File: config.mk
export PLATFORM = sky130hd
export DESIGN_NAME = cnn_kernel_bias_loader
export DESIGN_NICKNAME = d
export VERILOG_FILES = /design/src/rtl/cnn_kernel_bias_loader.sv
export SDC_FILE = /design/constraint.sdc
export NUM_CORES = 1
export LEC_CHECK = 0
export CAP_MARGIN = 0
export CORE_ASPECT_RATIO = 0.6
export CORE_MARGIN = 2
export CORE_UTILIZATION = 51
export DETAILED_ROUTE_END_ITERATION = 8
export PLACE_DENSITY_LB_ADDON = 0.1
export SYNTH_ARGS = -nofsm -noshare
export SYNTH_HDL_FRONTEND = slang
export SYNTH_SLANG_ARGS = --single-unit
File: constraint.sdc
create_clock -name i_clock -period 8.6 [get_ports i_clock]
set_input_delay 1.29 -clock i_clock [delete_from_list [all_inputs] [get_ports i_clock]]
set_output_delay 1.29 -clock i_clock [all_outputs]
set_load 0.05 [all_outputs]
File: src/rtl/cnn_kernel_bias_loader.sv
// ---------------------------------------------------------------------------
// cnn_kernel_bias_loader
//
// Write-side controller for the CNN kernel/bias BRAM bank array. Accepts a
// valid/ready stream of kernel/bias words and spreads them round-robin across
// KERNEL_BRAM_NUM banks: word k goes to bank (k mod N) at address (k / N).
// Writes are registered (one cycle after the accepting edge). Loading waits
// for the BRAM reset-busy flag to clear and stalls whenever it is raised.
//
// Ports:
//   i_clock             clock for all logic
//   i_reset             asynchronous, active-high reset
//   i_start             one-cycle start request, sampled only in IDLE
//   i_kernel_bias_size  total words to load, sampled with i_start
//   i_bram_reset_busy   OR of all bank reset-busy flags
//   i_valid / i_data    input word stream
//   o_ready             loader accepts a word this cycle (combinational)
//   o_wenable           per-bank write enable
//   o_waddress          per-bank write address
//   o_bram_data         per-bank write data
//   o_busy              high while waiting for BRAM reset or loading
//   o_done              one-cycle pulse after the load completes
//   o_error             one-cycle pulse when a start is rejected (size too big)
//
// State table:
//   state    | meaning
//   IDLE     | waiting for i_start
//   WAIT_RST | size accepted, waiting for BRAM reset-busy to clear
//   LOAD     | accepting words and issuing bank writes
//   DONE     | last write issued; pulses o_done next cycle, back to IDLE
// ---------------------------------------------------------------------------
module cnn_kernel_bias_loader #(
    parameter int DATA_WIDTH                     = 32,
    parameter int KERNEL_BRAM_NUM                = 4,
    parameter int KERNEL_BIAS_BRAM_ADDRESS_WIDTH = 4,
    parameter int KERNEL_BIAS_WIDTH              = 8
) (
    input  logic                                                     i_clock,
    input  logic                                                     i_reset,
    input  logic                                                     i_start,
    input  logic [KERNEL_BIAS_WIDTH-1:0]                             i_kernel_bias_size,
    input  logic                                                     i_bram_reset_busy,
    input  logic                                                     i_valid,
    input  logic [DATA_WIDTH-1:0]                                    i_data,
    output logic                                                     o_ready,
    output logic [KERNEL_BRAM_NUM-1:0]                               o_wenable,
    output logic [KERNEL_BRAM_NUM-1:0][KERNEL_BIAS_BRAM_ADDRESS_WIDTH-1:0] o_waddress,
    output logic [KERNEL_BRAM_NUM-1:0][DATA_WIDTH-1:0]               o_bram_data,
    output logic                                                     o_busy,
    output logic                                                     o_done,
    output logic                                                     o_error
);

    localparam int BANK_SHIFT = $clog2(KERNEL_BRAM_NUM);
    localparam int unsigned CAPACITY =
        KERNEL_BRAM_NUM << KERNEL_BIAS_BRAM_ADDRESS_WIDTH;

    typedef enum logic [1:0] {
        S_IDLE     = 2'd0,
        S_WAIT_RST = 2'd1,
        S_LOAD     = 2'd2,
        S_DONE     = 2'd3
    } state_t;

    state_t                                state;
    state_t                                state_next;
    logic [KERNEL_BIAS_WIDTH-1:0]          counter;
    logic [KERNEL_BIAS_WIDTH-1:0]          size_q;

    logic                                  accept;
    logic                                  last_word;
    logic                                  size_zero;
    logic                                  size_oversize;
    logic                                  start_ok;
    logic                                  start_reject;
    logic [BANK_SHIFT-1:0]                 wr_bank;
    logic [KERNEL_BIAS_BRAM_ADDRESS_WIDTH-1:0] wr_addr;

    assign o_ready   = (state == S_LOAD) && !i_bram_reset_busy;
    assign accept    = i_valid && o_ready;
    assign last_word = (counter == (size_q - KERNEL_BIAS_WIDTH'(1)));

    assign size_zero     = (i_kernel_bias_size == '0);
    // Compare at 32 bits so capacities wider than the size port still work.
    assign size_oversize = 32'(i_kernel_bias_size) > CAPACITY;
    assign start_ok      = (state == S_IDLE) && i_start && !size_zero && !size_oversize;
    assign start_reject  = (state == S_IDLE) && i_start && size_oversize;

    // Round-robin interleave: low counter bits pick the bank, the rest the row.
    assign wr_bank = counter[BANK_SHIFT-1:0];
    assign wr_addr = KERNEL_BIAS_BRAM_ADDRESS_WIDTH'(counter >> BANK_SHIFT);

    // -----------------------------------------------------------------------
    // State register
    // -----------------------------------------------------------------------
    always_ff @(posedge i_clock or posedge i_reset) begin
        if (i_reset) begin
            state <= S_IDLE;
        end else begin
            state <= state_next;
        end
    end

    // -----------------------------------------------------------------------
    // Next-state logic
    // -----------------------------------------------------------------------
    always_comb begin
        state_next = state;
        case (state)
            S_IDLE: begin
                if (i_start) begin
                    if (size_zero) begin
                        state_next = S_DONE;
                    end else if (!size_oversize) begin
                        state_next = S_WAIT_RST;
                    end
                end
            end
            S_WAIT_RST: begin
                if (!i_bram_reset_busy) begin
                    state_next = S_LOAD;
                end
            end
            S_LOAD: begin
                if (accept && last_word) begin
                    state_next = S_DONE;
                end
            end
            S_DONE: begin
                state_next = S_IDLE;
            end
            default: begin
                state_next = S_IDLE;
            end
        endcase
    end

    // -----------------------------------------------------------------------
    // Word counter and latched size
    // -----------------------------------------------------------------------
    always_ff @(posedge i_clock or posedge i_reset) begin
        if (i_reset) begin
            counter <= '0;
            size_q  <= '0;
        end else begin
            if (start_ok) begin
                counter <= '0;
                size_q  <= i_kernel_bias_size;
            end else if (accept) begin
                counter <= counter + KERNEL_BIAS_WIDTH'(1);
            end
        end
    end

    // -----------------------------------------------------------------------
    // Bank write port. Only the targeted bank changes; the others keep their
    // last address/data so idle banks do not toggle.
    // -----------------------------------------------------------------------
    always_ff @(posedge i_clock or posedge i_reset) begin
        if (i_reset) begin
            o_wenable   <= '0;
            o_waddress  <= '0;
            o_bram_data <= '0;
        end else begin
            o_wenable <= '0;
            if (accept) begin
                o_wenable[wr_bank]   <= 1'b1;
                o_waddress[wr_bank]  <= wr_addr;
                o_bram_data[wr_bank] <= i_data;
            end
        end
    end

    // -----------------------------------------------------------------------
    // Status outputs. o_busy follows the state it will be in after this edge
    // so that it lines up with the state register rather than lagging it.
    // -----------------------------------------------------------------------
    always_ff @(posedge i_clock or posedge i_reset) begin
        if (i_reset) begin
            o_busy  <= 1'b0;
            o_done  <= 1'b0;
            o_error <= 1'b0;
        end else begin
            o_busy  <= (state_next == S_WAIT_RST) || (state_next == S_LOAD);
            o_done  <= (state == S_DONE);
            o_error <= start_reject;
        end
    end

endmodule

==> impl_table.tex <==
\begin{tabular}{lr}
\hline
Metric & Value \\
\hline
\multicolumn{2}{l}{\textbf{Yosys}} \\
\quad Syn Area/Cell & 13.2 sq um \\
\quad Synthesized flop and latch total & 169 \\
\quad Cell area after technology mapping & 6650 sq um \\
\quad Synth Net Count & 553 \\
\quad Biggest area consumer among synthesized cells & sky130\_fd\_sc\_hd\_\_dfrtp\_1 \\
\quad Library cells used by synthesis & 39 \\
\quad Area share of the leading cell type in the synthesized netlist & 63.6\% \\
\quad Biggest area contributors in the synthesized netlist & sky130\_fd\_sc\_hd\_\_dfrtp\_1, sky130\_fd\_sc\_hd\_\_mux2\_2, sky130\_fd\_sc\_hd\_\_nand2\_1 \\
\quad Post-synthesis sequential area ratio & 63.6\% \\
\quad EDFF count, synth & 0 \\
\quad Synthesis warning total & 0 \\
\quad Most instantiated flip-flop cell in the synthesis netlist & sky130\_fd\_sc\_hd\_\_dfrtp\_1 \\
\quad Async SR Flop Fraction & 100\% \\
\quad Cell count after synthesis & 503 \\
\multicolumn{2}{l}{\textbf{Worst setup path}} \\
\quad Critical path required time & 7310 ps \\
\quad Reg-to-reg startpoint & state[0] \\
\quad R2R depth & 7 \\
\quad Nature of the critical path startpoint & primary input \\
\quad Number of buffers and inverters on the critical path & 2 \\
\quad Cell with the largest stage delay on the worst path & sky130\_fd\_sc\_hd\_\_clkdlybuf4s50\_1 \\
\quad Critical-path cell list & clkdlybuf4s50\_1 > nor3b\_1 > clkdlybuf4s50\_1 \\
\quad CP Capture Type & primary output \\
\quad Biggest fanout along the worst timing path & 4 \\
\quad Cell family with the largest share of critical-path delay & buffers and inverters \\
\quad Stage delay of the slowest cell on the critical path & 830 ps \\
\quad Flop-to-flop setup slack & 5860 ps \\
\quad Reg-to-reg endpoint & counter[4] \\
\quad Cell type with the highest occurrence count on the critical path & sky130\_fd\_sc\_hd\_\_clkdlybuf4s50\_1 \\
\quad Critical setup path kind & primary input to primary output \\
\quad Endpoint arrival time on the critical path & 2770 ps \\
\multicolumn{2}{l}{\textbf{Final layout}} \\
\quad Number of nets in the final layout & 749 \\
\quad Finished Layout Cells & 881 \\
\quad Final Util & 73.1\% \\
\quad Fill cells & 815 \\
\quad Synth-to-layout area growth & 40.5\% \\
\quad Most common cell after layout, fill and taps aside & sky130\_fd\_sc\_hd\_\_clkdlybuf4s50\_1 \\
\quad Most frequent cells in the layout & sky130\_fd\_sc\_hd\_\_clkdlybuf4s50\_1, sky130\_fd\_sc\_hd\_\_dfrtp\_1, sky130\_fd\_sc\_hd\_\_mux2\_2, sky130\_fd\_sc\_hd\_\_nand2\_1, sky130\_fd\_sc\_hd\_\_clkbuf\_16 \\
\quad Number of antenna cells inserted & 0 \\
\quad Proportion of layout cells with a drive suffix above 1 & 22.6\% \\
\quad Area of all placed cells without fillers & 9340 sq um \\
\multicolumn{2}{l}{\textbf{Clock network}} \\
\quad TritonCTS clock tree & done \\
\quad Count of cells resized by post-cts repair & 0 \\
\quad Number of buffers created by CTS & 17 \\
\quad TritonCTS sink count & 169 \\
\quad CTS HTree Levels & 4 \\
\quad Maximum buffer depth of the clock tree & 2 \\
\quad Post-CTS Setup Inserts & 0 \\
\quad CTS root buffer & sky130\_fd\_sc\_hd\_\_clkbuf\_16 \\
\quad Latest clock arrival within the worst-skew pair & 410 ps \\
\quad Clock input transition at the sequential cells of the worst setup and hold paths & 70 ps \\
\quad Number of buffers added to fix hold violations after cts & 0 \\
\multicolumn{2}{l}{\textbf{STA}} \\
\quad Setup TNS & 0 ps \\
\quad Unrepaired setup endpoints after global routing & no \\
\quad Final Cycle Share & 47.2\% \\
\quad Fmax & 0.246 GHz \\
\quad Clock period minus worst slack & 4060 ps \\
\quad Number of hold violations in the final report & 0 \\
\quad Final-report setup violation count & 0 \\
\quad Relative max-transition margin & 25.3\% \\
\quad Slew at the pin closest to its max-slew limit & 1120 ps \\
\quad Final number of max-transition violations & 0 \\
\quad Worst Skew & 12.1 ps \\
\multicolumn{2}{l}{\textbf{Worst hold path}} \\
\quad Worst hold-check path type & flop to flop \\
\quad Worst hold path endpoint & o\_bram\_data[117] \\
\quad Hold wc startpoint & o\_bram\_data[117] \\
\quad Hold Crit Depth & 2 \\
\multicolumn{2}{l}{\textbf{Die}} \\
\quad Die Span Y & 92.4 um \\
\quad Initial cell density of the core & 52.0\% \\
\quad Standard-cell row count & 32 \\
\quad Core ar. & 12800 sq um \\
\quad I/O Pins & 197 \\
\quad Floorplan die width & 151 um \\
\quad Total Die Area & 14000 sq um \\
\multicolumn{2}{l}{\textbf{Placement}} \\
\quad Area after detailed placement & 8740 sq um \\
\quad Placer Congestion & 0.739 \\
\quad Cell count after placement & 850 \\
\quad Hpwl dp & 10.6 mm \\
\quad Port bufs & 196 \\
\multicolumn{2}{l}{\textbf{Global routing}} \\
\quad Total track usage & 23.7\% \\
\quad Pin count of the biggest net entering global routing & 92 \\
\quad Congestion Overflow GR & 0 \\
\quad Antenna violations before repair & 0 \\
\quad Vias in the first global route & 4715 \\
\quad Global-route wire length before repair & 25.2 mm \\
\multicolumn{2}{l}{\textbf{Routing}} \\
\quad Drt first pass iters & 4 \\
\quad Remaining design rule violation count & 0 \\
\quad Routed length per placed instance & 18.0 um \\
\quad ANT nets after route & 0 \\
\quad Vias per cell & 5.15 \\
\quad Wire length after detailed routing & 15.8 mm \\
\quad Detailed router's first-iteration violation count & 226 \\
\quad Routed via count & 4535 \\
\multicolumn{2}{l}{\textbf{Status}} \\
\quad Result of the run & finished, final reports clean \\
\multicolumn{2}{l}{\textbf{Job}} \\
\quad Maximum capacitance violations & 0 \\
\hline
\end{tabular}
-- Yosys cell counts (all sizes together), types with 3 or more instances --
cell    count
a21oi       5
buf        14
clkbuf      7
dfrtp     169
ha          5
inv         9
mux2      118
nand2     108
nand3       3
nor2       16
nor3        4
or3         3
xnor2      11
xor2        6
-- sequential cells by signal (all words and copies together) (netlist names), 2 cells and up --
register	flops
state	2
size_q	8
o_bram_data	128
counter	8
o_waddress	16
o_wenable	4
-- metrics by stage --
| step | hold slack (ps) | setup WS (ps) |
|---|---|---|
| after CTS | 478 | 4540 |
| after floorplan | 485 | 2730 |
| after global placement | 457 | 4540 |
| after global routing | 508 | 4450 |
| final | 476 | 4540 |
| after detailed placement | 462 | 4460 |
-- cell type report --
| cell class | instances | area, sq um | area share, % |
|---|---|---|---|
| flip-flops and latches | 169 | 4230 | 45.3 |
| multi-input cells | 304 | 2290 | 24.5 |
| repair buffers | 198 | 1980 | 21.2 |
| clock buffers | 19 | 433 | 4.63 |
| well taps | 170 | 213 | 2.28 |
| clock inverters | 12 | 165 | 1.77 |
| inverters | 9 | 38.8 | 0.415 |
-- worst register-to-register path, stage by stage, from the launching register on --
cell and delay, ps:
sky130_fd_sc_hd__dfrtp_1 430, sky130_fd_sc_hd__nor4bb_1 330, sky130_fd_sc_hd__buf_4 230, sky130_fd_sc_hd__nand2_2 460, sky130_fd_sc_hd__inv_2 740, sky130_fd_sc_hd__nand3_1 180
sky130_fd_sc_hd__xor2_1 170, sky130_fd_sc_hd__nor2_1 60
-- worst max path at each step --
stage,endpoint,slack [ps],depth (start not counted),from
floorplan,counter[0],2730,1,i_reset
global placement,o_ready,4540,3,i_bram_reset_busy
detailed placement,counter[4],4460,8,i_bram_reset_busy
CTS,o_ready,4540,3,i_bram_reset_busy
global route,o_ready,4450,3,i_bram_reset_busy
finish,o_ready,4540,3,i_bram_reset_busy
-- per-layer routing --
metal	up-vias	track usage [%]	routed length [um]	part of all wire, %
met5	-	0	0	0
met4	0	7.09	160	1.0
li1	2088	-	-	-
met2	142	36.7	7340	46
met1	2292	32.7	7110	45
met3	13	6.85	1200	7.6
-- kinds of logic after synthesis --
kind of cell / Yosys count / synth area share (%)
and+or+nand+nor: 149 / 9.60
buffers and inverters: 30 / 2.01
xor gates and xnor gates: 17 / 2.24
DFF: 169 / 63.6
AOI/OAI and AO/OA: 15 / 1.60
muxes: 118 / 20.0
adders and majority gates: 5 / 0.941
Power is not shown: default switching activity piles up to over one toggle a cycle in this logic, so the estimate is an artifact.
